[src/rtl/cache_rd_arbiter_pkg.sv]
`default_nettype none
// ============================================================================
//  Module      : cache_rd_arbiter_pkg
//  Description : Shared constants and state encoding for the shared-cache
//                read-port arbiter and its rotating picker.
//  Revision    : 1.0 - initial release
// ============================================================================
package cache_rd_arbiter_pkg;

    // Default number of output modules sharing the cache read port
    localparam int c_port_nub_total = 16;

    // Number of distinct priority levels a port weight can express
    localparam int c_priority = 8;

    // Derived widths: owner index and per-port weight
    localparam int c_width_sel    = $clog2(c_port_nub_total);
    localparam int c_width_wieght = $clog2(c_priority);

    // Default watchdog limit on a single grant, in HOLD cycles
    localparam int c_timeout = 1024;

    // Arbiter states
    typedef enum logic [1:0] {
        IDLE   = 2'd0,
        RELOAD = 2'd1,
        HOLD   = 2'd2
    } arb_state_t;

endpackage : cache_rd_arbiter_pkg
`default_nettype wire

[src/rtl/cache_rd_arbiter_rr_pick.sv]
`default_nettype none
// ============================================================================
//  Module      : cache_rd_arbiter_rr_pick
//  Description : Combinational rotating priority encoder. Returns the first
//                set bit of the eligible mask, scanning upward from rr_ptr
//                and wrapping modulo PORT_NUB.
//  Revision    : 1.0 - initial release
// ============================================================================
module cache_rd_arbiter_rr_pick #(
    parameter int PORT_NUB  = 16,
    parameter int WIDTH_SEL = 4
) (
    input  logic [PORT_NUB-1:0]  eligible,
    input  logic [WIDTH_SEL-1:0] rr_ptr,
    output logic [WIDTH_SEL-1:0] index,
    output logic                 found
);

    localparam logic [WIDTH_SEL:0] c_port_nub = (WIDTH_SEL+1)'(PORT_NUB);

    // Scan position, one bit wider than the index so the wrap can be detected
    logic [WIDTH_SEL:0] w_pos;

    // Walk the ports in rotated order and keep the first eligible one
    always_comb begin
        index = '0;
        found = 1'b0;
        w_pos = '0;
        for (int k = 0; k < PORT_NUB; k++) begin
            w_pos = {1'b0, rr_ptr} + (WIDTH_SEL+1)'(k);
            if (w_pos >= c_port_nub) begin
                w_pos = w_pos - c_port_nub;
            end
            if (!found && eligible[w_pos[WIDTH_SEL-1:0]]) begin
                found = 1'b1;
                index = w_pos[WIDTH_SEL-1:0];
            end
        end
    end

endmodule : cache_rd_arbiter_rr_pick
`default_nettype wire

[src/rtl/cache_rd_arbiter.sv]
`default_nettype none
// ============================================================================
//  Module      : cache_rd_arbiter
//  Description : Grants the shared-cache read port to one of PORT_NUB output
//                modules and locks the grant for a whole packet, until the
//                owner pulses done or the watchdog expires. Policy is strict
//                priority by weight or credit-based weighted round-robin.
//  Revision    : 1.0 - initial release
// ============================================================================
module cache_rd_arbiter
    import cache_rd_arbiter_pkg::*;
#(
    parameter int PORT_NUB     = c_port_nub_total,
    parameter int WIDTH_WIEGHT = c_width_wieght,
    parameter int TIMEOUT      = c_timeout
) (
    input  logic                             internal_clk,
    input  logic                             rst_n,
    input  logic [PORT_NUB-1:0]              req_in,
    input  logic [PORT_NUB-1:0]              done_in,
    input  logic                             dispatch_sel,
    input  logic [PORT_NUB*WIDTH_WIEGHT-1:0] wieght_in,
    output logic [PORT_NUB-1:0]              grant_out,
    output logic                             grant_vld,
    output logic [$clog2(PORT_NUB)-1:0]      grant_port,
    output logic                             timeout_err
);

    localparam int c_wsel    = $clog2(PORT_NUB);
    localparam int c_wcredit = WIDTH_WIEGHT + 1;   // holds weight+1
    localparam int c_whold   = $clog2(TIMEOUT);

    localparam logic [c_whold-1:0]  c_hold_last   = c_whold'(TIMEOUT - 1);
    localparam logic [c_wsel-1:0]   c_port_last   = c_wsel'(PORT_NUB - 1);
    localparam logic [PORT_NUB-1:0] c_onehot_base = PORT_NUB'(1);

    // ------------------------------------------------------------------------
    // State
    // ------------------------------------------------------------------------
    arb_state_t           r_state;
    logic [c_wsel-1:0]    r_rr_ptr;
    logic [c_whold-1:0]   r_hold_cnt;
    logic [c_wcredit-1:0] r_credit [PORT_NUB];

    // ------------------------------------------------------------------------
    // Combinational helpers
    // ------------------------------------------------------------------------
    logic [WIDTH_WIEGHT-1:0] w_weight [PORT_NUB];
    logic [PORT_NUB-1:0]     w_eligible;
    logic [PORT_NUB-1:0]     w_pick_mask;
    logic [c_wsel-1:0]       w_rr_idx;
    logic                    w_rr_found;
    logic [c_wsel-1:0]       w_sp_idx;
    logic [WIDTH_WIEGHT-1:0] w_sp_best;
    logic                    w_sp_any;

    // Unpack weights and flag requesters that still hold WRR credit
    generate
        for (genvar gi = 0; gi < PORT_NUB; gi++) begin : g_port
            assign w_weight[gi]   = wieght_in[gi*WIDTH_WIEGHT +: WIDTH_WIEGHT];
            assign w_eligible[gi] = req_in[gi] & (r_credit[gi] != '0);
        end
    endgenerate

    // In RELOAD every requester is about to be refilled, so all of them count
    assign w_pick_mask = (r_state == RELOAD) ? req_in : w_eligible;

    cache_rd_arbiter_rr_pick #(
        .PORT_NUB  (PORT_NUB),
        .WIDTH_SEL (c_wsel)
    ) u_rr_pick (
        .eligible (w_pick_mask),
        .rr_ptr   (r_rr_ptr),
        .index    (w_rr_idx),
        .found    (w_rr_found)
    );

    // Strict priority: largest weight wins, strict '>' keeps ties on the lowest index
    always_comb begin
        w_sp_idx  = '0;
        w_sp_best = '0;
        w_sp_any  = 1'b0;
        for (int i = 0; i < PORT_NUB; i++) begin
            if (req_in[i] && (!w_sp_any || (w_weight[i] > w_sp_best))) begin
                w_sp_any  = 1'b1;
                w_sp_best = w_weight[i];
                w_sp_idx  = c_wsel'(i);
            end
        end
    end

    // Arbiter FSM: pick an owner, lock it for the packet, release on done or watchdog
    always_ff @(posedge internal_clk) begin
        if (!rst_n) begin
            r_state     <= IDLE;
            r_rr_ptr    <= '0;
            r_hold_cnt  <= '0;
            grant_out   <= '0;
            grant_vld   <= 1'b0;
            grant_port  <= '0;
            timeout_err <= 1'b0;
            for (int i = 0; i < PORT_NUB; i++) begin
                r_credit[i] <= '0;
            end
        end else begin
            timeout_err <= 1'b0;
            case (r_state)
                IDLE: begin
                    if (req_in != '0) begin
                        if (dispatch_sel) begin
                            grant_out  <= c_onehot_base << w_sp_idx;
                            grant_vld  <= 1'b1;
                            grant_port <= w_sp_idx;
                            r_state    <= HOLD;
                        end else if (w_rr_found) begin
                            grant_out            <= c_onehot_base << w_rr_idx;
                            grant_vld            <= 1'b1;
                            grant_port           <= w_rr_idx;
                            r_credit[w_rr_idx]   <= r_credit[w_rr_idx] - 1'b1;
                            r_rr_ptr             <= (w_rr_idx == c_port_last) ? '0 : w_rr_idx + 1'b1;
                            r_state              <= HOLD;
                        end else begin
                            r_state <= RELOAD;
                        end
                    end
                end

                // Refill every credit and, in the same cycle, arbitrate among
                // the refilled requesters so a reload costs exactly one cycle
                RELOAD: begin
                    for (int i = 0; i < PORT_NUB; i++) begin
                        r_credit[i] <= c_wcredit'(w_weight[i]) + 1'b1;
                    end
                    if (w_rr_found) begin
                        r_credit[w_rr_idx] <= c_wcredit'(w_weight[w_rr_idx]);
                        grant_out          <= c_onehot_base << w_rr_idx;
                        grant_vld          <= 1'b1;
                        grant_port         <= w_rr_idx;
                        r_rr_ptr           <= (w_rr_idx == c_port_last) ? '0 : w_rr_idx + 1'b1;
                        r_state            <= HOLD;
                    end else begin
                        r_state <= IDLE;
                    end
                end

                // Only the owner's done matters; done wins over a same-cycle timeout
                HOLD: begin
                    if (done_in[grant_port]) begin
                        grant_out  <= '0;
                        grant_vld  <= 1'b0;
                        r_hold_cnt <= '0;
                        r_state    <= IDLE;
                    end else if (r_hold_cnt == c_hold_last) begin
                        grant_out   <= '0;
                        grant_vld   <= 1'b0;
                        r_hold_cnt  <= '0;
                        timeout_err <= 1'b1;
                        r_state     <= IDLE;
                    end else begin
                        r_hold_cnt <= r_hold_cnt + 1'b1;
                    end
                end

                default: begin
                    r_state <= IDLE;
                end
            endcase
        end
    end

endmodule : cache_rd_arbiter
`default_nettype wire

[config.mk]
export PLATFORM = sky130hd
export DESIGN_NAME = cache_rd_arbiter
export DESIGN_NICKNAME = d
export VERILOG_FILES = /design/src/rtl/cache_rd_arbiter_pkg.sv /design/src/rtl/cache_rd_arbiter_rr_pick.sv /design/src/rtl/cache_rd_arbiter.sv
export SDC_FILE = /design/constraint.sdc
export NUM_CORES = 1
export LEC_CHECK = 0
export BUFFER_PORTS_ARGS = -buffer_cell sky130_fd_sc_hd__clkbuf_2
export CAP_MARGIN = 10
export CORE_UTILIZATION = 45
export CTS_CLUSTER_SIZE = 24
export DETAILED_ROUTE_END_ITERATION = 8
export HOLD_SLACK_MARGIN = 0.08
export PLACE_DENSITY_LB_ADDON = 0.1
export SLEW_MARGIN = 20
export SYNTH_ARGS = -nofsm -noshare
export SYNTH_HDL_FRONTEND = slang
export SYNTH_SLANG_ARGS = --single-unit
[constraint.sdc]
create_clock -name internal_clk -period 23.9 [get_ports internal_clk]
set_input_delay 4.78 -clock internal_clk [delete_from_list [all_inputs] [get_ports internal_clk]]
set_output_delay 4.78 -clock internal_clk [all_outputs]
set_load 0.02 [all_outputs]
Word level (Yosys, flattened, before mapping)
Memories as Yosys holds them, arrays and structs flattened.
Index checks and enable logic that the tools add are counted.
{"block": "classes", "addsub": 50, "mul": 0, "n_div": 0, "magnitude_cmp": 49, "n_eq_ne": 7, "shift": 2, "muxes": 192, "bitwise": 36, "n_reduce_logical": 100}
{"op": "two-way mux 4 bit", "count": 70}
{"op": "two-way mux 16 bit", "count": 6}
{"op": "less-than comparator 4 x 5 -> 1 bit, second input constant", "count": 17}
{"op": "greater-or-equal comparator 5 bit, second input constant", "count": 16}
{"op": "binary-select mux 1 bit (select 4 bit)", "count": 17}
{"op": "two-way mux 1 bit", "count": 68}
{"op": "subtractor 4 x 1 -> 4 bit, second input constant", "count": 17}
{"op": "adder 3 x 1 -> 4 bit, second input constant", "count": 16}
{"op": "nonzero test 4 bit", "count": 16}
{"op": "two-way mux 3 bit", "count": 17}
{"op": "one-hot mux 16 bit (3 select lines)", "count": 1}
{"op": "greater-than comparator 3 bit", "count": 15}
{"op": "adder 4 x 4 -> 5 bit, second input constant", "count": 8}
{"op": "left shift 1 x 4 -> 16 bit, first input constant", "count": 2}
{"op": "logical AND 1 bit", "count": 30}
{"op": "zero test 1 bit", "count": 30}
{"op": "adder 4 x 3 -> 5 bit, second input constant", "count": 4}
{"op": "two-way mux 10 bit", "count": 2}
{"op": "OR 1 bit", "count": 17}
{"op": "bitwise AND 1 bit", "count": 16}
{"op": "one-hot mux 4 bit (2 select lines)", "count": 2}
{"op": "nonzero test 16 bit", "count": 1}
{"op": "logical OR 1 bit", "count": 15}
{"op": "binary-select mux 3 bit (select 4 bit)", "count": 1}
{"op": "other kinds (22)", "count": 32}
{"block": "totals", "regBits": 38, "latchBits": 0, "ram_bits": 64, "rom_bits": 0, "input_bits": 83, "out_inout_bits": 22, "word_cells": 444, "n_memories": 1}
{"memory": "r_credit", "words": 16, "width": 4, "rd": 17, "rd_ports_with_merged_regs": 0, "wr": 17, "line_no": "cache_rd_arbiter.sv:43", "rtl": "logic [c_wcredit-1:0] r_credit [PORT_NUB];"}

Logic depth before layout (Yosys ltp)
Gate-level depths: netlist of the first run.
{"block": "depth", "ltp_word": 65, "ltp_mapped": 113, "depth_no_buf": 111}

Modules after synthesis
A second synthesis of the first run with hierarchy kept.
{"block": "unflattened", "hier_cells": 1318, "hier_area_um2": 11723.7}
{"mod": "cache_rd_arbiter", "instances": 1, "cells_each": 1038, "area_per_inst_um2": 9251.4, "seq_area_each_um2": 2682.6}
{"mod": "cache_rd_arbiter_rr_pick", "instances": 1, "cells_each": 280, "area_per_inst_um2": 2472.4, "seq_area_each_um2": 0.0}

Worst setup path before layout of the first run
No wires, ideal clock.
{"block": "synth_timing", "kind": "input -> register", "startpoint": "in req_in[0]", "endpoint": "reg grant_out[2]", "setup_time_ns": 0.059, "t_arrival_ns": 24.770, "required_ns": 23.841, "path_slack_ns": -0.928, "stages": 103, "path_buffers": 2, "cell_sequence": "clkbuf_1 -> nand2_1 -> ha_1 -> nor2b_1 -> o21a_1 -> o21ai_1 -> a211oi_1 -> or2_2 -> inv_1 -> ha_1 -> nor2b_1 -> o21ai_0 -> a32oi_1 -> o21a_1 -> o21ai_0 -> ha_1 -> nor2b_1 -> o21ai_0 -> [... 67 more ...] -> a21o_1 -> a21oi_1 -> a31oi_1 -> o21ai_0 -> mux2_2 -> ha_1 -> a21o_1 -> a21oi_1 -> a31oi_1 -> o21ai_0 -> and2_0 -> clkbuf_1 -> o211ai_1 -> nor2_1 -> nand2_1 -> o22a_1 -> o221ai_1 -> o211a_1"}
{"block": "synth_between", "elab_chain_cells": 65, "elab_cells_between_ends": 210, "cone_classes": "order compare: 15; eq/ne: 1; shift: 2; mux: 114; bitwise: 1; reduce/logical: 77"}
{"item": "start: declaration", "line_no": "cache_rd_arbiter.sv:19", "rtl": "input logic [PORT_NUB-1:0] req_in,"}
{"item": "two-way mux 3 bit / two-way mux 1 bit (equally long branches)", "line_no": "cache_rd_arbiter.sv:84", "rtl": "if (req_in[i] && (!w_sp_any || (w_weight[i] > w_sp_best))) begin"}
{"item": "greater-than comparator 3 bit / zero test 1 bit (equally long branches)", "line_no": "cache_rd_arbiter.sv:84"}
{"item": "logical OR 1 bit", "line_no": "cache_rd_arbiter.sv:84"}
{"item": "logical AND 1 bit", "line_no": "cache_rd_arbiter.sv:84"}
{"item": "two-way mux 3 bit / two-way mux 1 bit (equally long branches)", "line_no": "cache_rd_arbiter.sv:84"}
{"item": "greater-than comparator 3 bit / zero test 1 bit (equally long branches)", "line_no": "cache_rd_arbiter.sv:84"}
{"item": "logical OR 1 bit", "line_no": "cache_rd_arbiter.sv:84"}
{"item": "logical AND 1 bit", "line_no": "cache_rd_arbiter.sv:84"}
{"item": "[... 49 more ...]"}
{"item": "greater-than comparator 3 bit / zero test 1 bit (equally long branches)", "line_no": "cache_rd_arbiter.sv:84"}
{"item": "logical OR 1 bit", "line_no": "cache_rd_arbiter.sv:84"}
{"item": "logical AND 1 bit", "line_no": "cache_rd_arbiter.sv:84"}
{"item": "two-way mux 4 bit", "line_no": "cache_rd_arbiter.sv:84"}
{"item": "left shift 1 x 4 -> 16 bit", "line_no": "cache_rd_arbiter.sv:111", "rtl": "grant_out <= c_onehot_base << w_sp_idx;"}
{"item": "two-way mux 16 bit", "line_no": "cache_rd_arbiter.sv:110", "rtl": "if (dispatch_sel) begin"}
{"item": "two-way mux 16 bit", "line_no": "cache_rd_arbiter.sv:109", "rtl": "if (req_in != '0) begin"}
{"item": "one-hot mux 16 bit (3 select lines)", "line_no": "cache_rd_arbiter.sv:107", "rtl": "case (r_state)"}
{"item": "end signal: assignment", "line_no": "cache_rd_arbiter.sv:111"}
{"item": "end signal: assignment", "line_no": "cache_rd_arbiter.sv:116", "rtl": "grant_out <= c_onehot_base << w_rr_idx;"}
{"item": "end signal: assignment", "line_no": "cache_rd_arbiter.sv:136", "rtl": "grant_out <= c_onehot_base << w_rr_idx;"}
{"item": "end: declaration", "line_no": "cache_rd_arbiter.sv:23", "rtl": "output logic [PORT_NUB-1:0] grant_out,"}
Parallel ways exist; a longest one is shown, timed or not. The select of a mux whose other input is x is not followed.
A chain may end at the register's enable or synchronous reset.

Worst setup path after layout of the first run
{"block": "layout_timing", "startpoint": "in wieght_in[1]", "endpoint": "reg grant_out[2]"}
{"block": "layout_between", "elab_chain_cells": 65, "elab_cells_between_ends": 107, "cone_classes": "order compare: 15; shift: 1; mux: 47; reduce/logical: 44"}
{"item": "start: declaration", "line_no": "cache_rd_arbiter.sv:22", "rtl": "input logic [PORT_NUB*WIDTH_WIEGHT-1:0] wieght_in,"}
{"item": "two-way mux 3 bit *", "line_no": "cache_rd_arbiter.sv:84"}
{"item": "greater-than comparator 3 bit", "line_no": "cache_rd_arbiter.sv:84"}
{"item": "logical OR 1 bit", "line_no": "cache_rd_arbiter.sv:84"}
{"item": "logical AND 1 bit", "line_no": "cache_rd_arbiter.sv:84"}
{"item": "two-way mux 3 bit / two-way mux 1 bit (equally long branches)", "line_no": "cache_rd_arbiter.sv:84"}
{"item": "greater-than comparator 3 bit / zero test 1 bit (equally long branches)", "line_no": "cache_rd_arbiter.sv:84"}
{"item": "logical OR 1 bit", "line_no": "cache_rd_arbiter.sv:84"}
{"item": "logical AND 1 bit", "line_no": "cache_rd_arbiter.sv:84"}
{"item": "[... 49 more ...]"}
{"item": "greater-than comparator 3 bit / zero test 1 bit (equally long branches)", "line_no": "cache_rd_arbiter.sv:84"}
{"item": "logical OR 1 bit", "line_no": "cache_rd_arbiter.sv:84"}
{"item": "logical AND 1 bit", "line_no": "cache_rd_arbiter.sv:84"}
{"item": "two-way mux 4 bit *", "line_no": "cache_rd_arbiter.sv:84"}
{"item": "left shift 1 x 4 -> 16 bit *", "line_no": "cache_rd_arbiter.sv:111"}
{"item": "two-way mux 16 bit *", "line_no": "cache_rd_arbiter.sv:110"}
{"item": "two-way mux 16 bit *", "line_no": "cache_rd_arbiter.sv:109"}
{"item": "one-hot mux 16 bit (3 select lines) *", "line_no": "cache_rd_arbiter.sv:107"}
Mark *: on every way between the ends. The rest lies on a longest branch, timed or not. The select of a mux whose other input is x is not followed.

==> flow_summary.yaml, run 1 <==
status:
  outcome: "finished, violations left"
  violated_checks: "design-rule violations"
timing:
  tightestPinTransition_ps: 1145
  fin_crit_ps: 23510
  post-route-period-util_pct: 98.36
  slew_violations: 0
  worst_hold_margin_ps: 489.0
  maxSlewHeadroom_pct: 23.23
  final-hold-violation-count: 0
  max_freq_mhz: 42.54
  setup-violations-final: 0
  clock_skew_ps: 14.05
worst_setup_path:
  critical_path.n_buffers_inverters: 12
  critical-path-top-delay-family: "compound AO/OA/AOI/OAI gates"
  critical_path.max_stage_delay_ps: 350
  start_kind: "primary input"
  most_frequent_cell_on_critical_path: "sky130_fd_sc_hd__o21ai_2"
  timing.critical_path.arrival_ps: 23820
  required_ps: 24210
  worstSetupPathType: "primary input to flop"
  timing.critical_path.slowest_stage_cell: "sky130_fd_sc_hd__mux2_4"
  setup.worst_path.end_class: "flop"
  worst-path-max-fanout: 4
clock_network:
  cts_sinks: 102
  clock_buffer_depth: 2
  cts_made_buffers: 9
  root_buffer_master: "sky130_fd_sc_hd__clkbuf_16"
  worst_skew_pair.late_latency_ps: 360
  clk_pin_slew_ps: 80
  tritoncts: "yes"
  cts-htree-levels: 3
flow_run:
  drv_cap: 0
routing:
  num_vias: 13300
  vias_cell: 6.801
  drt-initial-drc-count: 1727
  route.detailed.wl_per_inst_um: 24.58
  detail_route.first_pass.iterations: 8
  antenna_left: 0
  detail_route.drc_violations: 4
  detail_route.wirelength_mm: 48.05
floorplanning:
  floorplan.initialDensity_pct: 46.25
  die-height_um: 166.3
  core_area_um2: 26280
  floorplan.die_area_um2: 27670
  io_pins: 105
  rows: 59
  fp.dieW_um: 166.3
logic_synthesis:
  postSynth.asyncResetShare_pct: 0
  synth-warning-count: 0
  postSynth.topFlopCell: "sky130_fd_sc_hd__edfxtp_1"
  syn_area_per_cell_um2: 8.049
  netlist_area_um2: 12150
  count_of_flip_flops_with_a_built_in_enable_after_synthesis: 64
  synth_area_leaders: "sky130_fd_sc_hd__edfxtp_1, sky130_fd_sc_hd__ha_1, sky130_fd_sc_hd__dfxtp_1"
  synth_cells: 1510
  synth_largest_area_cell: "sky130_fd_sc_hd__edfxtp_1"
  syn-num-nets: 1665
  synth.top_cell.area_share_pct: 15.81
  yosysUniqueCellTypes: 97
  sequential_cell_area_fraction_in_the_yosys_report_pct: 22.07
  post_synthesis_register_bit_count: 102
finish:
  layout_common_cells: "sky130_fd_sc_hd__nand2_1, sky130_fd_sc_hd__o21ai_0, sky130_fd_sc_hd__clkbuf_2, sky130_fd_sc_hd__nor2_1, sky130_fd_sc_hd__buf_4"
  final_util_pct: 54.36
  fin_nets: 1770
  drive_gt1_share_pct: 26.11
  diodes: 0
  area_growth_pct: 17.54
  leading_cell_type_in_the_layout_fill_and_taps_excluded: "sky130_fd_sc_hd__nand2_1"
  n_fill_cell: 2474
global_routing:
  grt_pass1_vias: 12120
  grt_pass1_wl_mm: 71.73
  global_route.overflow_total: 0
  antenna_violations_before_repair: 0
  grt_start_max_net_pins: 42
  grt_usage_pct: 33.39
min_path:
  hp-class: "flop to flop"
place:
  io_buffer_count: 104
  dp_hpwl_mm: 35.26
  gp_routability_congestion: 0.9832
per-stage QoR:
| step | setup WS [ps] | setup TNS, ps | instances | cell area, um2 |
|---|---|---|---|---|
| global placement | 142.8 | 0 | 1903 | 13080 |
| detailed placement | -724.3 | -10650 | 1903 | 13080 |
| CTS | 1.407 | 0 | 1928 | 13540 |
| global route | -458.1 | -6503 | 1955 | 14290 |
| finish | 390.9 | 0 | 1955 | 14290 |
| floorplan | 86.42 | 0 | 1510 | 12210 |
path summary, 6_finish.rpt:
path	slack, ps	depth (start not counted)	end	startpoint
hold / removal	490	2	r_hold_cnt[1]	r_hold_cnt[1]
setup / recovery	390	109	grant_out[2]	wieght_in[1]
setup reg to reg	15050	22	r_credit[10][2]	r_rr_ptr[1]
hold reg to reg	490	2	r_hold_cnt[1]	r_hold_cnt[1]
repair_timing:
item / in CTS / in global routing
resized for setup: 18 / 106
hold buffers: 0 / 0
hold endpoints to repair: 0 / 0
buffers inserted: 9 / 27
setup endpoints to repair: 16 / 20
pin swaps: 15 / 54
cloned: 0 / 0
area by class of cell:
class	count	area (um2)	area share (%)
Clock buffer	11	275.3	1.927
Tap cell	335	419.2	2.934
Clock inverter	5	57.56	0.4029
Timing Repair Buffer	189	1176	8.233
Multi-Input combinational cell	1243	9410	65.87
Sequential cell	102	2683	18.78
Inverter	70	265.3	1.857
flip-flops by register name, indices dropped and copies added (netlist names):
signal and cells:
grant_vld 1, grant_port 4, timeout_err 1, grant_out 16, r_credit 64, r_state 2, r_rr_ptr 4, r_hold_cnt 10
synthesized netlist by cell type, types with 7 or more instances:
| cell | instances |
|---|---|
| sky130_fd_sc_hd__nand4_1 | 17 |
| sky130_fd_sc_hd__a211oi_1 | 21 |
| sky130_fd_sc_hd__xor2_1 | 22 |
| sky130_fd_sc_hd__mux2i_1 | 41 |
| sky130_fd_sc_hd__or3_1 | 13 |
| sky130_fd_sc_hd__and2_1 | 13 |
| sky130_fd_sc_hd__a22oi_1 | 22 |
| sky130_fd_sc_hd__o31ai_2 | 7 |
| sky130_fd_sc_hd__buf_2 | 20 |
| sky130_fd_sc_hd__edfxtp_1 | 64 |
| sky130_fd_sc_hd__o21ai_2 | 13 |
| sky130_fd_sc_hd__o31ai_1 | 9 |
| sky130_fd_sc_hd__o21a_1 | 13 |
| sky130_fd_sc_hd__or4_1 | 14 |
| sky130_fd_sc_hd__clkbuf_1 | 62 |
| sky130_fd_sc_hd__nor3_1 | 35 |
| sky130_fd_sc_hd__xnor2_1 | 11 |
| sky130_fd_sc_hd__nand2b_1 | 10 |
| sky130_fd_sc_hd__dfxtp_1 | 38 |
| sky130_fd_sc_hd__o22ai_1 | 16 |
| sky130_fd_sc_hd__nor2b_1 | 21 |
| sky130_fd_sc_hd__nand3_1 | 72 |
| sky130_fd_sc_hd__nor2_1 | 89 |
| sky130_fd_sc_hd__or2_2 | 12 |
| sky130_fd_sc_hd__o21ai_1 | 7 |
| sky130_fd_sc_hd__ha_1 | 72 |
| sky130_fd_sc_hd__o311ai_0 | 7 |
| sky130_fd_sc_hd__nand2_1 | 191 |
| sky130_fd_sc_hd__o211ai_1 | 40 |
| sky130_fd_sc_hd__o221ai_1 | 22 |
| sky130_fd_sc_hd__a32oi_1 | 10 |
| sky130_fd_sc_hd__mux4_2 | 27 |
| sky130_fd_sc_hd__a21oi_1 | 79 |
| sky130_fd_sc_hd__o21ai_0 | 120 |
| sky130_fd_sc_hd__and3_1 | 19 |
| sky130_fd_sc_hd__a31oi_1 | 10 |
| sky130_fd_sc_hd__inv_1 | 67 |
| sky130_fd_sc_hd__mux2_2 | 33 |
worst register-to-register path: stages (launching register included):
cell	delay, ps
sky130_fd_sc_hd__dfxtp_1	320
sky130_fd_sc_hd__buf_4	420
sky130_fd_sc_hd__inv_1	80
sky130_fd_sc_hd__buf_4	250
sky130_fd_sc_hd__ha_2	710
sky130_fd_sc_hd__buf_4	470
sky130_fd_sc_hd__mux4_2	350
sky130_fd_sc_hd__mux2i_1	120
sky130_fd_sc_hd__a211oi_1	980
sky130_fd_sc_hd__o21ai_0	400
sky130_fd_sc_hd__o21ai_0	260
sky130_fd_sc_hd__a22oi_1	110
sky130_fd_sc_hd__o22ai_1	450
sky130_fd_sc_hd__or2_1	660
sky130_fd_sc_hd__and2_1	770
sky130_fd_sc_hd__o21ai_0	430
sky130_fd_sc_hd__nand4_1	300
sky130_fd_sc_hd__inv_1	90
sky130_fd_sc_hd__ha_1	190
sky130_fd_sc_hd__xor2_1	180
sky130_fd_sc_hd__a21oi_1	640
sky130_fd_sc_hd__buf_4	290
sky130_fd_sc_hd__o21ai_0	120
metal layers:
| layer | share of wire, % | track usage, % | wire (um) | vias to the layer above |
|---|---|---|---|---|
| li1 | - | - | - | 6002 |
| met1 | 43 | 46.75 | 20660 | 6444 |
| met2 | 44 | 51.92 | 21270 | 750 |
| met3 | 9.8 | 6.196 | 4698 | 99 |
| met4 | 2.9 | 10.39 | 1411 | 0 |
| met5 | 0 | 0 | 0 | - |
logic make-up after synthesis:
kind of cell,count (synthesis),synth area share (%)
mux,101,11.44
buf+inv,165,5.847
simple gates,549,22.52
compound gates,483,27.82
fa+ha+maj,75,7.659
xor+xnor,35,2.646
flops,102,22.07
Power of run 1 is not shown: default switching activity piles up to over one toggle a cycle in this logic, so the estimate is an artifact.
==> run 2, diff against run 1 <==
--- a/config.mk
+++ b/config.mk
@@ -5,11 +5,13 @@
 export SDC_FILE = /design/constraint.sdc
 export NUM_CORES = 1
 export LEC_CHECK = 0
+export ABC_AREA = 1
 export BUFFER_PORTS_ARGS = -buffer_cell sky130_fd_sc_hd__clkbuf_2
 export CAP_MARGIN = 10
 export CORE_UTILIZATION = 45
 export CTS_CLUSTER_SIZE = 24
 export DETAILED_ROUTE_END_ITERATION = 8
+export GPL_ROUTABILITY_DRIVEN = 0
 export HOLD_SLACK_MARGIN = 0.08
 export PLACE_DENSITY_LB_ADDON = 0.1
 export SLEW_MARGIN = 20
==> run 2 against run 1 <==
Die area decreased by 10%. Synthesized cell count increased by 10%. The run now ends clean. First-iteration DRC count decreased by 33%. Critical path type unchanged. Non-clock buffer count decreased by 72. Global-route usage decreased by 2.8 points. Final cell count increased by 5.3%. Largest cell class unchanged.
==> flow_summary.yaml, run 2 <==
status:
  outcome: "completed"
timing:
  maxSlewHeadroom_pct: 28.76
  tightestPinTransition_ps: 1068
  post-route-period-util_pct: 91.23
  setup-tns-final_ps: 0
  max_freq_mhz: 45.86
  slew_violations: 0
  clock_skew_ps: 14.43
  fin_crit_ps: 21800
  final-hold-violation-count: 0
  grt_setup_unrepaired: "no"
  setup-violations-final: 0
worst_setup_path:
  timing.rr.end: "r_credit[0][0]"
  start_kind: "primary input"
  r2r_cells: 32
  worstSetupPathType: "primary input to flop"
  worst_r2r_startpoint: "r_rr_ptr[1]"
  critical_path.max_stage_delay_ps: 320
  setup.worst_path.end_class: "flop"
  timing.critical_path.arrival_ps: 22060
  critical_path.n_buffers_inverters: 16
  required_ps: 24150
  worst-r2r-setup-slack_ps: 15760
  timing.critical_path.slowest_stage_cell: "sky130_fd_sc_hd__ha_1"
  crit_path_start: "req_in[0]"
  worst-path-max-fanout: 11
  most_frequent_cell_on_critical_path: "sky130_fd_sc_hd__nand2_1"
  critical-path-top-delay-family: "simple AND/OR/NAND/NOR gates"
global_routing:
  grt_usage_pct: 30.60
  grt_pass1_wl_mm: 57.88
  global_route.overflow_total: 0
  grt_pass1_vias: 10850
  antenna_violations_before_repair: 0
  grt_start_max_net_pins: 59
floorplanning:
  floorplan.initialDensity_pct: 46.13
  rows: 56
  fp.dieW_um: 157.6
  core_area_um2: 23610
  floorplan.die_area_um2: 24830
  die-height_um: 157.6
  io_pins: 105
finish:
  fin_nets: 1890
  drive_gt1_share_pct: 13.05
  diodes: 0
  layout_top_registers: "r_credit x64, grant_out x16, r_hold_cnt x10"
  largest_reg_flops: 64
  area_growth_pct: 8.627
  regMostFlops: "r_credit"
  layout_common_cells: "sky130_fd_sc_hd__nand2_1, sky130_fd_sc_hd__o21ai_0, sky130_fd_sc_hd__inv_1, sky130_fd_sc_hd__nand3_1, sky130_fd_sc_hd__nor2_1"
  leading_cell_type_in_the_layout_fill_and_taps_excluded: "sky130_fd_sc_hd__nand2_1"
logic_synthesis:
  netlist_area_um2: 10890
  postSynth.topFlopCell: "sky130_fd_sc_hd__edfxtp_1"
  synth_largest_area_cell: "sky130_fd_sc_hd__edfxtp_1"
  sequential_cell_area_fraction_in_the_yosys_report_pct: 24.63
  postSynth.asyncResetShare_pct: 0
  yosysUniqueCellTypes: 60
  synth.top_cell.area_share_pct: 17.65
  syn-num-nets: 1822
  syn_area_per_cell_um2: 6.534
  synth_area_leaders: "sky130_fd_sc_hd__edfxtp_1, sky130_fd_sc_hd__nand2_1, sky130_fd_sc_hd__o21ai_0"
  post_synthesis_register_bit_count: 102
  synth_commonest_cells: "sky130_fd_sc_hd__nand2_1, sky130_fd_sc_hd__o21ai_0, sky130_fd_sc_hd__inv_1"
  synth-warning-count: 0
  count_of_flip_flops_with_a_built_in_enable_after_synthesis: 64
  synth_cells: 1667
  synthMostInstantiatedCell: "sky130_fd_sc_hd__nand2_1"
routing:
  route.detailed.wl_per_inst_um: 18.14
  num_vias: 11830
  detail_route.drc_violations: 0
  drt-initial-drc-count: 1149
  detail_route.wirelength_mm: 37.34
  antenna_left: 0
  vias_cell: 5.746
  detail_route.first_pass.iterations: 5
clock_network:
  worst_skew_pair.late_latency_ps: 360
  clock_buffer_depth: 2
  cts_sinks: 102
  cts-htree-levels: 3
  tritoncts: "yes"
  root_buffer_master: "sky130_fd_sc_hd__clkbuf_16"
  clk_pin_slew_ps: 80
  cts_made_buffers: 9
place:
  dp_hpwl_mm: 28.74
  io_buffer_count: 104
min_path:
  hp-class: "flop to flop"
  min_delay_worst_endpoint: "grant_vld"
  worstHoldStart: "grant_vld"
  worst_hold_depth: 2
flow_run:
  drv_cap: 0
-- run 2: changes by cell type in the layout (fill, tap and decap cells not counted), moves of 27 or more --
| cell | delta |
|---|---|
| sky130_fd_sc_hd__inv_1 | +95 |
| sky130_fd_sc_hd__mux2i_1 | -30 |
| sky130_fd_sc_hd__o21ai_0 | +77 |
| sky130_fd_sc_hd__a21oi_1 | +51 |
| sky130_fd_sc_hd__buf_4 | -69 |
| sky130_fd_sc_hd__nand2_1 | +225 |
| sky130_fd_sc_hd__nor2_1 | +40 |
| sky130_fd_sc_hd__o21ai_1 | +39 |
| sky130_fd_sc_hd__nand3_1 | +73 |
| sky130_fd_sc_hd__mux4_2 | -27 |
-- run 2: through the flow --
step	setup slack (ps)	instances	hold WS [ps]	instance area, um2	utilization [%]
floorplan	3845	1667	458.6	10890	-
global placement	2060	2039	472.7	11470	48.60
detailed placement	1382	2039	476.5	11470	48.60
CTS	1731	2055	491.4	11780	49.89
global route	22.36	2059	511.4	11830	50.11
finish	2096	2059	491.1	11830	50.11
-- run 2: kinds of logic after synthesis --
kind of cell	after synthesis	synth area share, %
compound gates	423	21.54
fa+ha+maj	72	8.271
buf+inv	233	9.764
flops	102	24.63
simple gates	806	33.13
xor+xnor	22	1.838
mux	9	0.8271
-- run 2: worst max-delay path by stage --
stage | to | slack (ps) | depth (start not counted)
after floorplan | grant_out[14] | 3850 | 141
after global placement | grant_out[6] | 2060 | 139
after detailed placement | grant_out[6] | 1380 | 137
after CTS | grant_out[6] | 1730 | 137
after global routing | grant_out[6] | 20 | 142
final | grant_out[6] | 2100 | 138
-- run 2: area by class of cell --
cell class | count | area, um2
well taps | 319 | 399.1
multi-input cells | 1332 | 7169
flip-flops and latches | 102 | 2683
repair buffers | 117 | 618.1
clock inverters | 5 | 63.81
fillers | 2520 | 11780
inverters | 173 | 655.6
clock buffers | 11 | 242.7
-- run 2: per-layer routing --
metal | part of all wire, % | routed length [um] | vias up | track usage, %
li1 | - | - | 5801 | -
met3 | 8.0 | 2979 | 79 | 3.559
met4 | 2.9 | 1088 | 0 | 11.70
met2 | 45 | 16800 | 515 | 49.73
met1 | 44 | 16470 | 5437 | 41.48
met5 | 0 | 0 | - | 0
-- run 2: timing repair --
action,CTS,global route
hold buffers,0,0
buffers inserted,0,4
gates resized for setup,0,12
endpoints found under the setup margin,0,18
-- run 2: tightest hold or removal path: stages, from the launching register on --
cell	delay (ps)
sky130_fd_sc_hd__dfxtp_1	330
sky130_fd_sc_hd__nand2_1	60
sky130_fd_sc_hd__a21oi_1	50
Power of run 2 is left out for the same reason.
==> run 3, diff against run 2 <==
--- a/config.mk
+++ b/config.mk
@@ -17,4 +17,5 @@
 export SLEW_MARGIN = 20
 export SYNTH_ARGS = -nofsm -noshare
 export SYNTH_HDL_FRONTEND = slang
+export SYNTH_HIERARCHICAL = 1
 export SYNTH_SLANG_ARGS = --single-unit
==> run 3 against run 2 <==
Sequential share of layout area decreased by 0.34 points. Non-clock buffer count down 1. Final area grew 1.5%. Critical path type unchanged. Critical endpoint is now grant_out[8].
==> flow_summary.yaml, run 3 <==
status:
  outcome: "completed"
timing:
  tightestPinTransition_ps: 1033
  max_freq_mhz: 46.18
  fin_crit_ps: 21650
  grt_setup_unrepaired: "no"
  clock_skew_ps: 12.39
  setup-violations-final: 0
  final-hold-violation-count: 0
  post-route-period-util_pct: 90.60
  setup-tns-final_ps: 0
  slew_violations: 0
  maxSlewHeadroom_pct: 31.12
worst_setup_path:
  r2r_cells: 31
  critical_path.n_buffers_inverters: 16
  most_frequent_cell_on_critical_path: "sky130_fd_sc_hd__nand2_1"
  worst-r2r-setup-slack_ps: 15940
  setup.worst_path.end_class: "flop"
  timing.rr.end: "r_credit[9][2]"
  worst-path-max-fanout: 10
  critical_path.max_stage_delay_ps: 340
  worstSetupPathType: "primary input to flop"
  worst_r2r_startpoint: "r_rr_ptr[1]"
  required_ps: 24200
  crit_cells: 140
  worst_setup_path_endpoint: "grant_out[8]"
  crit_path_start: "wieght_in[2]"
  timing.critical_path.arrival_ps: 21950
  timing.critical_path.slowest_stage_cell: "sky130_fd_sc_hd__ha_1"
  start_kind: "primary input"
  critical-path-top-delay-family: "simple AND/OR/NAND/NOR gates"
routing:
  detail_route.drc_violations: 0
  detail_route.first_pass.iterations: 5
  route.detailed.wl_per_inst_um: 18.48
  drt-initial-drc-count: 1414
  vias_cell: 5.911
  antenna_left: 0
  num_vias: 12000
  detail_route.wirelength_mm: 37.52
clock_network:
  tritoncts: "yes"
  postCtsSetupBuffers: 0
  clk_pin_slew_ps: 70
  cts_sinks: 102
  root_buffer_master: "sky130_fd_sc_hd__clkbuf_16"
  clock_buffer_depth: 2
  worst_skew_pair.late_latency_ps: 370
  cts-htree-levels: 3
  cts_made_buffers: 9
finish:
  fin_nets: 1861
  layout_common_cells: "sky130_fd_sc_hd__nand2_1, sky130_fd_sc_hd__o21ai_0, sky130_fd_sc_hd__nand3_1, sky130_fd_sc_hd__inv_1, sky130_fd_sc_hd__nor2_1"
  leading_cell_type_in_the_layout_fill_and_taps_excluded: "sky130_fd_sc_hd__nand2_1"
  drive_gt1_share_pct: 14.09
  regMostFlops: "r_credit"
  largest_reg_flops: 64
  layout_top_registers: "r_credit x64, grant_out x16, r_hold_cnt x10"
  diodes: 0
  area_growth_pct: 9.940
  n_fill_cell: 2517
  final_cells: 2030
logic_synthesis:
  synth-warning-count: 6
  synthMostInstantiatedCell: "sky130_fd_sc_hd__nand2_1"
  postSynth.asyncResetShare_pct: 0
  post_synthesis_register_bit_count: 102
  syn-num-nets: 1795
  syn_area_per_cell_um2: 6.662
  synth.top_cell.area_share_pct: 17.59
  sequential_cell_area_fraction_in_the_yosys_report_pct: 24.55
  synth_largest_area_cell: "sky130_fd_sc_hd__edfxtp_1"
  count_of_flip_flops_with_a_built_in_enable_after_synthesis: 64
  synth_cells: 1640
  synth_commonest_cells: "sky130_fd_sc_hd__nand2_1, sky130_fd_sc_hd__o21ai_0, sky130_fd_sc_hd__nand3_1"
  synth_area_leaders: "sky130_fd_sc_hd__edfxtp_1, sky130_fd_sc_hd__nand2_1, sky130_fd_sc_hd__o21ai_0"
  netlist_area_um2: 10930
  yosysUniqueCellTypes: 63
  postSynth.topFlopCell: "sky130_fd_sc_hd__edfxtp_1"
floorplanning:
  fp.dieW_um: 157.8
  die-height_um: 157.8
  core_area_um2: 23610
  floorplan.initialDensity_pct: 46.27
  io_pins: 105
  floorplan.die_area_um2: 24910
  rows: 56
global_routing:
  grt_usage_pct: 30.79
  antenna_violations_before_repair: 0
  grt_pass1_wl_mm: 59.32
  global_route.overflow_total: 0
  grt_pass1_vias: 11020
  grt_start_max_net_pins: 57
place:
  dp_hpwl_mm: 28.54
  io_buffer_count: 104
  numPlacedInstances: 2014
flow_run:
  drv_cap: 0
min_path:
  hp-class: "flop to flop"
-- run 3: cell count changes in the layout (fill, tap and decap cells not counted), moves of 9 or more --
cell / delta
sky130_fd_sc_hd__nand4_1: +15
sky130_fd_sc_hd__nand2_1: -58
sky130_fd_sc_hd__or4_1: +9
sky130_fd_sc_hd__a21oi_1: -21
sky130_fd_sc_hd__nand3_1: +44
sky130_fd_sc_hd__inv_1: +11
sky130_fd_sc_hd__o21ai_0: +10
sky130_fd_sc_hd__nor2_1: -20
sky130_fd_sc_hd__a31oi_1: +13
sky130_fd_sc_hd__nand2_4: +9
sky130_fd_sc_hd__o21ai_1: -36
sky130_fd_sc_hd__o22ai_1: +16
-- run 3: routing by layer --
metal | GRT usage [%] | share of wire (%) | routed length [um]
met5 | 0 | 0 | 0
met4 | 10.26 | 2.9 | 1085
met3 | 3.915 | 8.8 | 3287
met2 | 48.14 | 43 | 16280
met1 | 43.46 | 45 | 16880
-- run 3: worst min path at each step --
stage                    end  slack, ps          start  cells past startpoint
2_1_floorplan  r_hold_cnt[5]        460  r_hold_cnt[5]                      2
3_3_place_gp       grant_vld        470      grant_vld                      2
3_5_place_dp   grant_out[15]        470  grant_out[15]                      2
4_1_cts        grant_out[15]        490  grant_out[15]                      2
5_1_grt        r_hold_cnt[9]        510  r_hold_cnt[9]                      2
6_report       r_hold_cnt[1]        490  r_hold_cnt[1]                      2
-- run 3: logic make-up (layout without fill, tap and decap cells) --
family                     count (synthesis)  count (layout)  share of synthesized area [%]
AOI/OAI and AO/OA                        401             401                          20.73
and+or+nand+nor                          798             798                          35.41
muxes                                      7               7                         0.6413
DFF                                      102             102                          24.55
xor gates and xnor gates                  21              21                          1.890
buffers and inverters                    239             310                          8.532
adders and majority gates                 72              72                          8.245
-- run 3: through the flow --
step | worst slack [ps] | hold slack (ps) | area [um2] | utilization (%)
final | 2247 | 488.0 | 12010 | 50.87
after detailed placement | 1708 | 473.6 | 11700 | 49.54
after global placement | 2345 | 468.0 | 11700 | 49.54
after CTS | 2055 | 488.9 | 12010 | 50.85
after floorplan | 3972 | 458.6 | 10930 | -
after global routing | 15.92 | 509.3 | 12010 | 50.87
-- run 3: cell type report --
cell class	instances	area (um2)	area share, %
sequential	102	2683	22.33
timing repair buffer	116	610.6	5.083
clock inverter	7	82.58	0.6875
clock buffer	9	225.2	1.875
multi-input combinational	1299	7341	61.11
inverter	178	670.6	5.583
tap	319	399.1	3.323
-- run 3: tightest hold or removal path: stages, from the launching register on --
cell and delay (ps):
sky130_fd_sc_hd__dfxtp_1 330, sky130_fd_sc_hd__nand2_1 60, sky130_fd_sc_hd__a21oi_1 50
-- run 3: timing repair --
action	in CTS	in global routing
hold buffers	0	0
setup endpoints to repair	0	17
resized for setup	0	8
Power of run 3 is left out for the same reason.
